**config.mk**
```make
export PLATFORM = sky130hd
export DESIGN_NAME = fetch_unit
export DESIGN_NICKNAME = d
export VERILOG_FILES = /design/src/rtl/fetch_unit.sv
export SDC_FILE = /design/constraint.sdc
export NUM_CORES = 1
export LEC_CHECK = 0
export CORE_MARGIN = 3
export CORE_UTILIZATION = 40
export CTS_CLUSTER_SIZE = 10
export DETAILED_ROUTE_END_ITERATION = 16
export PLACE_DENSITY = 0.81
export SYNTH_ARGS = -nofsm -noshare
export SYNTH_HDL_FRONTEND = slang
export SYNTH_SLANG_ARGS = --single-unit
export TNS_END_PERCENT = 30
```
**constraint.sdc**
```tcl
create_clock -name CLK -period 2.66 [get_ports CLK]
set_input_delay 0.665 -clock CLK [delete_from_list [all_inputs] [get_ports CLK]]
set_output_delay 0.665 -clock CLK [all_outputs]
set_load 0.01 [all_outputs]
```
**src/rtl/fetch_unit.sv**
```systemverilog
`default_nettype none
//------------------------------------------------------------------------------
// Module  : fetch_unit
// Brief   : Instruction-fetch sequencer. Owns the PC, slices the fetched word
//           for the decoder, resolves branches and counts RUN cycles.
// Revision: 1.0  initial release
//------------------------------------------------------------------------------
module fetch_unit #(
    parameter int              PC_W       = 10,
    parameter int              INSTR_W    = 9,
    parameter logic [PC_W-1:0] START_ADDR = '0,
    parameter logic [3:0]      HALT_OP    = 4'hF,
    parameter int              CNT_W      = 16
) (
    input  logic                 CLK,
    input  logic                 RESET,
    input  logic                 START,
    input  logic                 stall,
    input  logic                 CTRL_branch_abs,
    input  logic                 CTRL_branch_rel_z,
    input  logic                 CTRL_branch_rel_nz,
    input  logic                 zero,
    input  logic [PC_W-1:0]      rel_offset,
    input  logic [PC_W-1:0]      abs_target,
    input  logic [INSTR_W-1:0]   instr,
    output logic [PC_W-1:0]      PC,
    output logic [3:0]           opcode,
    output logic                 fcode,
    output logic [INSTR_W-6:0]   operand,
    output logic                 DONE,
    output logic [CNT_W-1:0]     cycle_count
);

    typedef enum logic [1:0] {
        ST_IDLE = 2'd0,
        ST_RUN  = 2'd1,
        ST_HALT = 2'd2
    } state_t;

    localparam logic [CNT_W-1:0] c_CNT_MAX = {CNT_W{1'b1}};
    localparam logic [PC_W-1:0]  c_PC_ONE  = PC_W'(1);

    state_t           state_q, state_d;
    logic [PC_W-1:0]  pc_q, pc_d;
    logic [CNT_W-1:0] cnt_q, cnt_d;
    logic             done_q, done_d;

    logic             w_rel_taken;
    logic [PC_W-1:0]  w_pc_seq;
    logic [PC_W-1:0]  w_pc_rel;
    logic [CNT_W-1:0] w_cnt_inc;

    // Decoder sees raw slices in every state; it qualifies them with DONE.
    assign opcode  = instr[INSTR_W-1 -: 4];
    assign fcode   = instr[INSTR_W-5];
    assign operand = instr[INSTR_W-6:0];

    assign w_rel_taken = (CTRL_branch_rel_z  &&  zero) ||
                         (CTRL_branch_rel_nz && !zero);
    assign w_pc_seq    = pc_q + c_PC_ONE;
    assign w_pc_rel    = pc_q + rel_offset;
    assign w_cnt_inc   = (cnt_q == c_CNT_MAX) ? cnt_q : cnt_q + CNT_W'(1);

    always_comb begin
        state_d = state_q;
        pc_d    = pc_q;
        cnt_d   = cnt_q;

        case (state_q)
            ST_IDLE, ST_HALT: begin
                if (START) begin
                    state_d = ST_RUN;
                    pc_d    = START_ADDR;
                    cnt_d   = '0;
                end
            end
            ST_RUN: begin
                // The halting cycle is still counted, so the increment is unconditional here.
                cnt_d = w_cnt_inc;
                if (!stall) begin
                    if (opcode == HALT_OP) begin
                        state_d = ST_HALT;
                    end else if (CTRL_branch_abs) begin
                        pc_d = abs_target;
                    end else if (w_rel_taken) begin
                        pc_d = w_pc_rel;
                    end else begin
                        pc_d = w_pc_seq;
                    end
                end
            end
            default: begin
                state_d = ST_IDLE;
                pc_d    = '0;
                cnt_d   = '0;
            end
        endcase

        done_d = (state_d != ST_RUN);
    end

    always_ff @(posedge CLK) begin
        if (RESET) begin
            state_q <= ST_IDLE;
            pc_q    <= '0;
            cnt_q   <= '0;
            done_q  <= 1'b1;
        end else begin
            state_q <= state_d;
            pc_q    <= pc_d;
            cnt_q   <= cnt_d;
            done_q  <= done_d;
        end
    end

    assign PC          = pc_q;
    assign DONE        = done_q;
    assign cycle_count = cnt_q;

endmodule
`default_nettype wire
```
==> metrics.md, run 1 <==
| Metric | Value |
|---|---|
| Status | `complete, no violations` |
| Worst EP arrival | `2.77 ns` |
| Synth Flop Type | `dfxtp_1` |
| TritonCTS Buffers | `5` |
| Clock skew | `roughly 0.011 ns` |
| EDFF count, synth | `0` |
| CTS H-tree depth | `2` |
| R2r endpoint | `cycle_count[0]` |
| DP Worst Slack | `-0.534 ns` |
| GRT Total Usage | `between 10% and 20%` |
| Worst setup EP type | `flop` |
| Post-CTS Setup Bufs | `0` |
| Post-Syn Instances | `225` |
| Worst Hold Class | `reg2reg` |
| Sequential share of power | `42.8%` |
| Post-route DRC | `0` |
| Vias in the first global route | `about 2000` |
| Mapped Nets | `273` |
| P&R area growth vs syn | `47.5%` |
| Setup WS post-layout | `0.0657 ns` |
| Detailed Place HPWL | `between 4 and 5 mm` |
| Unrepaired setup endpoints after global routing | `true` |
| Crit path buf inv count | `1` |
| TritonCTS Sinks | `29` |
| Share of post-route cells with drive strength above 1 | `between 10% and 20%` |
| First-pass GRT wire length | `8.67 mm` |
| Pins over their slew limit | `0` |
| DRT Pass-1 Iters | `4` |
| Met1 wire length | `around 2.3 mm` |
| Setup CP Type | `in2reg` |
| R2R Setup Slk | `between 0.7 and 0.8 ns` |
| CP top delay family | `compound AO/OA/AOI/OAI gates` |
| Die extent in x | `between 70 and 80 um` |
| CP Data Required Time | `2.83 ns` |
| Hold Buf Count CTS | `0` |
| Top Metal Used | `met4` |
| Syn_area_per_cell | `about 8.7 sq um` |
| WL met2 | `~2.7 mm` |
| Reported leakage power | `1.08 nW` |
| DIE AREA | `approximately 5700 sq um` |
| Setup-failing EPs final | `0` |
| #FFs+latches synth | `29` |
| Core ar. | `4530 sq um` |
| Nets | `353` |
| Site Rows | `24` |
| DR vias | `approximately 2000` |
| CTS tree | `done` |
| Cell variety after synth | `54` |
| I/O Buffers | `between 60 and 70` |
| Maxcap violations | `0` |
| Final period utilization | `97.5%` |
| Diode count | `0` |
| GPL Wtd Cong | `0.905` |
| Sw Pwr | `roughly 0.00030 W` |
| Clock latency on the worst-skew pair | `0.29 ns` |
| Clock transition at path regs | `0.06 ns` |
| Final Non-Filler Cells | `approximately 370` |
| Hold path depth | `2` |
| Internal Dissipation | `~0.00076 W` |
| Worst r2r path cells | `6` |
| Final min period | `roughly 2.6 ns` |
| DR WL/cell | `roughly 15 um` |
| Sw Share | `~28%` |
| Critical path depth | `10` |
| Crit Reg-Reg Startpoint | `cycle_count[0]` |
| CP startpoint | `zero` |
| Critical path startpoint category | `input pin` |
| Placed Cells | `roughly 360` |
| Chip height | `~76 um` |
| Fmax | `~390 MHz` |
| Initial antenna violation count | `0` |
| Largest net degree at the start of global routing | `20` |
| CP max stage delay | `about 0.34 ns` |
| Root buffer cell | `clkbuf_8` |
| Met3 WL post-DR | `around 310 um` |
| Synthesis Warnings | `0` |
| Max FO, Critical Path | `5` |
| Worst slew pin tran | `roughly 0.7 ns` |
| Combinational Power Share | `between 20% and 30%` |
| # IOs | `73` |
| Register area share after synthesis | `roughly 30%` |
| Hold Path Origin | `state_q[1]` |
| Post-Syn Area | `about 2000 sq um` |
| Hold Slack | `0.525 ns` |
| Post-DRT Antenna Nets | `0` |
| Clk buf depth | `2` |
| Setup total negative slack | `0 ns` |
| Total grt overflow | `0` |
| Clk pwr share | `between 30% and 40%` |
| Cell Pwr Density | `approximately 370 nW/um^2` |
| Worst vdd ir | `205 uV` |
| Slowest cell on crit path | `fa_2` |
| Fin. Hold Viols | `0` |
| Starting Density | `between 40% and 50%` |
| CP cell instances | `dlygate4sd2_1, mux2i_4, or2_2, ha_2, fa_2, a21o_1, a211oi_2, o21a_1, o32a_1, nand2_1` |
| Rel. slew slack | `a little over half` |
| Asr flop ratio synth | `0%` |
| Via density | `approximately 5.4` |
| Initial drt markers | `110` |
| Hold Path Sink | `state_q[1]` |
| Final wirelength | `between 5 and 6 mm` |
[cells in the mapped netlist, drive strengths merged, types with 2 or more instances]
library cell  instances  area share, %
a21o                  7            2.7
nor2b                11            3.5
inv                   2           0.39
xnor2                16            7.2
a211oi                6            2.8
a32oi                 4            1.8
a21oi                12            3.3
nor4b                 4            2.1
mux2i                 5            2.6
nand3                 3            1.0
nand2b                3           0.96
nand2                 8            1.7
ha                   10            6.4
o21bai                2           0.77
nor2                 25            4.8
and2                  3           0.96
nor3                 11            2.8
o22ai                 3           0.96
o21ai                10            2.8
clkbuf                5            1.0
or3                   2           0.64
a22oi                 2           0.77
buf                  11            4.1
o21a                  3            1.2
nand4                 8            2.9
or2                   2           0.64
a41oi                 2            1.3
and3                  2           0.77
dfxtp                29             30
[metrics by stage]
| step | util, % | power, W | area (sq um) |
|---|---|---|---|
| after floorplan | - | 0.000583 | 1960 |
| after global placement | 60.9 | 0.000695 | 2760 |
| after detailed placement | 60.9 | 0.000702 | 2760 |
| after CTS | 63.1 | 0.00106 | 2860 |
| after global routing | 63.4 | 0.00111 | 2880 |
| final | 63.4 | 0.00106 | 2880 |
[power by group through the flow]
stage               registers [W]  logic [W]  clock network (W)
global route             0.000454   0.000265           0.000387
finish                   0.000453   0.000243           0.000362
detailed placement       0.000462   0.000240                  0
floorplan                0.000464   0.000119                  0
CTS                      0.000453   0.000242           0.000367
global placement         0.000462   0.000233                  0
[area by class of cell]
type                    instances  area [sq um]
inverters                       2          7.51
multi-input cells             178          1300
flip-flops and latches         29           581
fillers                       379          1660
well taps                      65          81.3
clock inverters                 3          17.5
repair buffers                 89           820
clock buffers                   5          68.8
[metal layers]
| metal | vias to the layer above | global-route usage (%) |
|---|---|---|
| li1 | 984 | - |
| met1 | 928 | 23.0 |
| met2 | 73 | 34.6 |
| met3 | 6 | 5.80 |
| met4 | 0 | 6.80 |
| met5 | - | 0 |
[state kept, by name (all words and copies together) (netlist names)]
signal       flops
DONE             1
PC              10
state_q          2
cycle_count     16
[cells by family (layout without fill, tap and decap cells)]
group / after synthesis / in the layout / share of synthesized area [%]
and+or+nand+nor: 89 / 89 / 26.4
AOI/OAI and AO/OA: 57 / 57 / 21.1
DFF: 29 / 29 / 29.8
buffers and inverters: 18 / 99 / 5.52
xor gates and xnor gates: 16 / 16 / 7.19
adders and majority gates: 11 / 11 / 7.45
muxes: 5 / 5 / 2.57
[cell usage in the layout (no fill, tap or decap), types with 4 or more instances in the layout]
master / count
nor3_1: 9
clkdlybuf4s50_1: 59
a21o_1: 7
dfxtp_1: 29
clkbuf_8: 5
nor2_1: 25
nand2_1: 7
nor2b_1: 11
mux2i_1: 4
nand4_1: 7
a21oi_1: 11
o21ai_0: 8
ha_1: 9
a32oi_1: 4
xnor2_1: 16
buf_4: 27
[timing repair]
| action | 4_1_cts | 5_1_grt |
|---|---|---|
| endpoints found under the setup margin | 6 | 3 |
| gates cloned | 0 | 0 |
| resized for setup | 7 | 4 |
| pin swaps | 4 | 0 |
| hold endpoints to repair | 0 | 0 |
[worst max path at each step]
stage,slack [ns],endpoint
CTS,0.06,PC[9]
finish,0.07,PC[8]
detailed placement,-0.53,PC[9]
global placement,-0.45,PC[8]
global route,-0.03,PC[9]
floorplan,0.03,PC[8]
[worst min-delay path: stages, from the launching register on]
cell and delay (ns):
dfxtp_1 0.35, a21oi_1 0.07, nor2_1 0.07
Power figures use the tool's default switching activity.
==> run 2: changes to the inputs <==
--- a/config.mk
+++ b/config.mk
@@ -10,6 +10,7 @@
 export CTS_CLUSTER_SIZE = 10
 export DETAILED_ROUTE_END_ITERATION = 16
 export PLACE_DENSITY = 0.81
+export SETUP_SLACK_MARGIN = 0.05
 export SYNTH_ARGS = -nofsm -noshare
 export SYNTH_HDL_FRONTEND = slang
 export SYNTH_SLANG_ARGS = --single-unit
==> metrics.md, run 2 (same netlist as run 1, synthesis figures left out) <==
| Metric | Value |
|---|---|
| Critical path startpoint category | `input pin` |
| Final Non-Filler Cells | `368 (-0.81%)` |
| GRT Total Usage | `18.6% (-1.3 points)` |
| Cell Pwr Density | `404 nW/um^2 (+9.8%)` |
| Final wirelength | `5.05 mm (-6.7%)` |
| TritonCTS Buffers | `5 (unchanged)` |
| Fin. Hold Viols | `0 (unchanged)` |
| Clk buf depth | `2 (unchanged)` |
| Setup CP Type | `in2reg` |
| Clock transition at path regs | `0.06 ns (about the same)` |
| DR WL/cell | `13.7 um (-6.0%)` |
| Reported leakage power | `1.08 nW (about the same)` |
| Core ar. | `4530 sq um (unchanged)` |
| Util after Layout | `63.8% (+0.41 points)` |
| Clock skew | `0.00515 ns (-0.00578 ns)` |
| Largest net degree at the start of global routing | `20 (unchanged)` |
| Worst Hold Class | `reg2reg` |
| Die extent in x | `75.8 um (unchanged)` |
| Maxcap violations | `0 (unchanged)` |
| Clock latency on the worst-skew pair | `0.28 ns (about the same)` |
| Unrepaired setup endpoints after global routing | `true` |
| Pwr Total | `0.00117 W (+10%)` |
| Fmax | `399 MHz (+3.5%)` |
| Post-route DRC | `0 (unchanged)` |
| Most frequent cells in the layout | `59 x clkdlybuf4s50_1, 29 x dfxtp_1, 25 x nor2_1, 23 x buf_4, 16 x xnor2_1` |
| Worst slew pin tran | `0.646 ns (-0.0435 ns)` |
| Final min period | `2.51 ns (-0.0868 ns)` |
| CTS H-tree depth | `2 (unchanged)` |
| Total grt overflow | `0 (unchanged)` |
| Detailed Place HPWL | `3.97 mm (-4.1%)` |
| DRT Pass-1 Iters | `4 (unchanged)` |
| Final period utilization | `94.3% (-3.3 points)` |
| GPL Wtd Cong | `0.885 (-2.3%)` |
| I/O Buffers | `62 (unchanged)` |
| Status | `complete, no violations` |
| Share of post-route cells with drive strength above 1 | `16.8% (-1.5 points)` |
| Starting Density | `43.0% (unchanged)` |
| P&R area growth vs syn | `48.5%` |
| Diode count | `0 (unchanged)` |
| DIE AREA | `5750 sq um (unchanged)` |
| Max FFs per register | `16 (unchanged)` |
| Post-DRT Antenna Nets | `0 (unchanged)` |
| Via density | `5.38 (+0.26%)` |
| DR vias | `1980 (-0.55%)` |
| First-pass GRT wire length | `8.19 mm (-5.6%)` |
| Initial drt markers | `107 (-2.7%)` |
| Worst EP arrival | `2.67 ns (-0.10 ns)` |
| Nets | `350 (-0.85%)` |
| Worst vdd ir | `189 uV (-8.1%)` |
| Site Rows | `24 (unchanged)` |
| Chip height | `75.8 um (unchanged)` |
| Setup-failing EPs final | `0 (unchanged)` |
| Hold Buf Count CTS | `0 (unchanged)` |
| TritonCTS Sinks | `29 (unchanged)` |
| CTS tree | `done` |
| Rel. slew slack | `56.6% (+2.9 points)` |
| Commonest non-fill, non-tap cell in the layout | `clkdlybuf4s50_1` |
| Hold Slack | `0.534 ns (+0.00870 ns)` |
| Placed Cells | `359 (-1.1%)` |
| Max FO, Critical Path | `5 (unchanged)` |
| Initial antenna violation count | `0 (unchanged)` |
| Vias in the first global route | `1842 (-6.0%)` |
| Pins over their slew limit | `0 (unchanged)` |
| CP Data Required Time | `2.83 ns (about the same)` |
| Fillers | `389 (+2.6%)` |
| # IOs | `73 (unchanged)` |
| Root buffer cell | `clkbuf_8` |
| Post-CTS Setup Bufs | `0 (unchanged)` |
| Worst setup EP type | `flop` |
[run 2: metal layers]
metal	vias up	routed length, um	track usage, %
li1	988	-	-
met3	10	320	4.88
met2	64	2420	30.0
met1	918	2220	23.8
met4	0	84	6.60
met5	-	0	0
[run 2: final cells by class]
class | count | area [sq um] | area share (%)
tap | 65 | 81.3 | 2.81
clock inverter | 1 | 30.0 | 1.04
inverter | 2 | 7.51 | 0.259
sequential | 29 | 581 | 20.1
timing repair buffer | 85 | 792 | 27.4
clock buffer | 7 | 86.3 | 2.98
multi-input combinational | 179 | 1320 | 45.5
[run 2: path summary, 6_finish.rpt]
path | startpoint | to | slack [ns] | depth (start not counted)
max | zero | PC[8] | 0.15 | 10
min | state_q[1] | state_q[1] | 0.53 | 2
max reg2reg | cycle_count[0] | cycle_count[0] | 0.77 | 6
min reg2reg | state_q[1] | state_q[1] | 0.53 | 2
[run 2: repair_timing]
item | CTS | global route
endpoints found under the setup margin | 7 | 4
pin swaps | 3 | 2
gates cloned | 1 | 0
gates resized for setup | 8 | 3
[run 2: metrics by stage]
step	area [sq um]	worst slack, ns	TNS [ns]
finish	2890	0.152	0
global route	2890	0.0264	0
CTS	2880	0.103	0
global placement	2740	-0.493	-3.37
floorplan	1960	0.0762	0
detailed placement	2740	-0.621	-3.79
[run 2: worst max-delay path, stage by stage]
cell and delay, ns:
clkdlybuf4s15_2 0.22, mux2i_4 0.22, or2_4 0.25, ha_4 0.17, fa_2 0.33, a21o_1 0.18
a211oi_2 0.27, o21a_1 0.17, o32a_1 0.15, nand2_1 0.05
[run 2: power breakdown]
part | switching, W | internal (W)
combinational | 0.000107 | 0.000135
sequential | 0.00000961 | 0.000444
clock | 0.000169 | 0.000305
total | 0.000285 | 0.000884
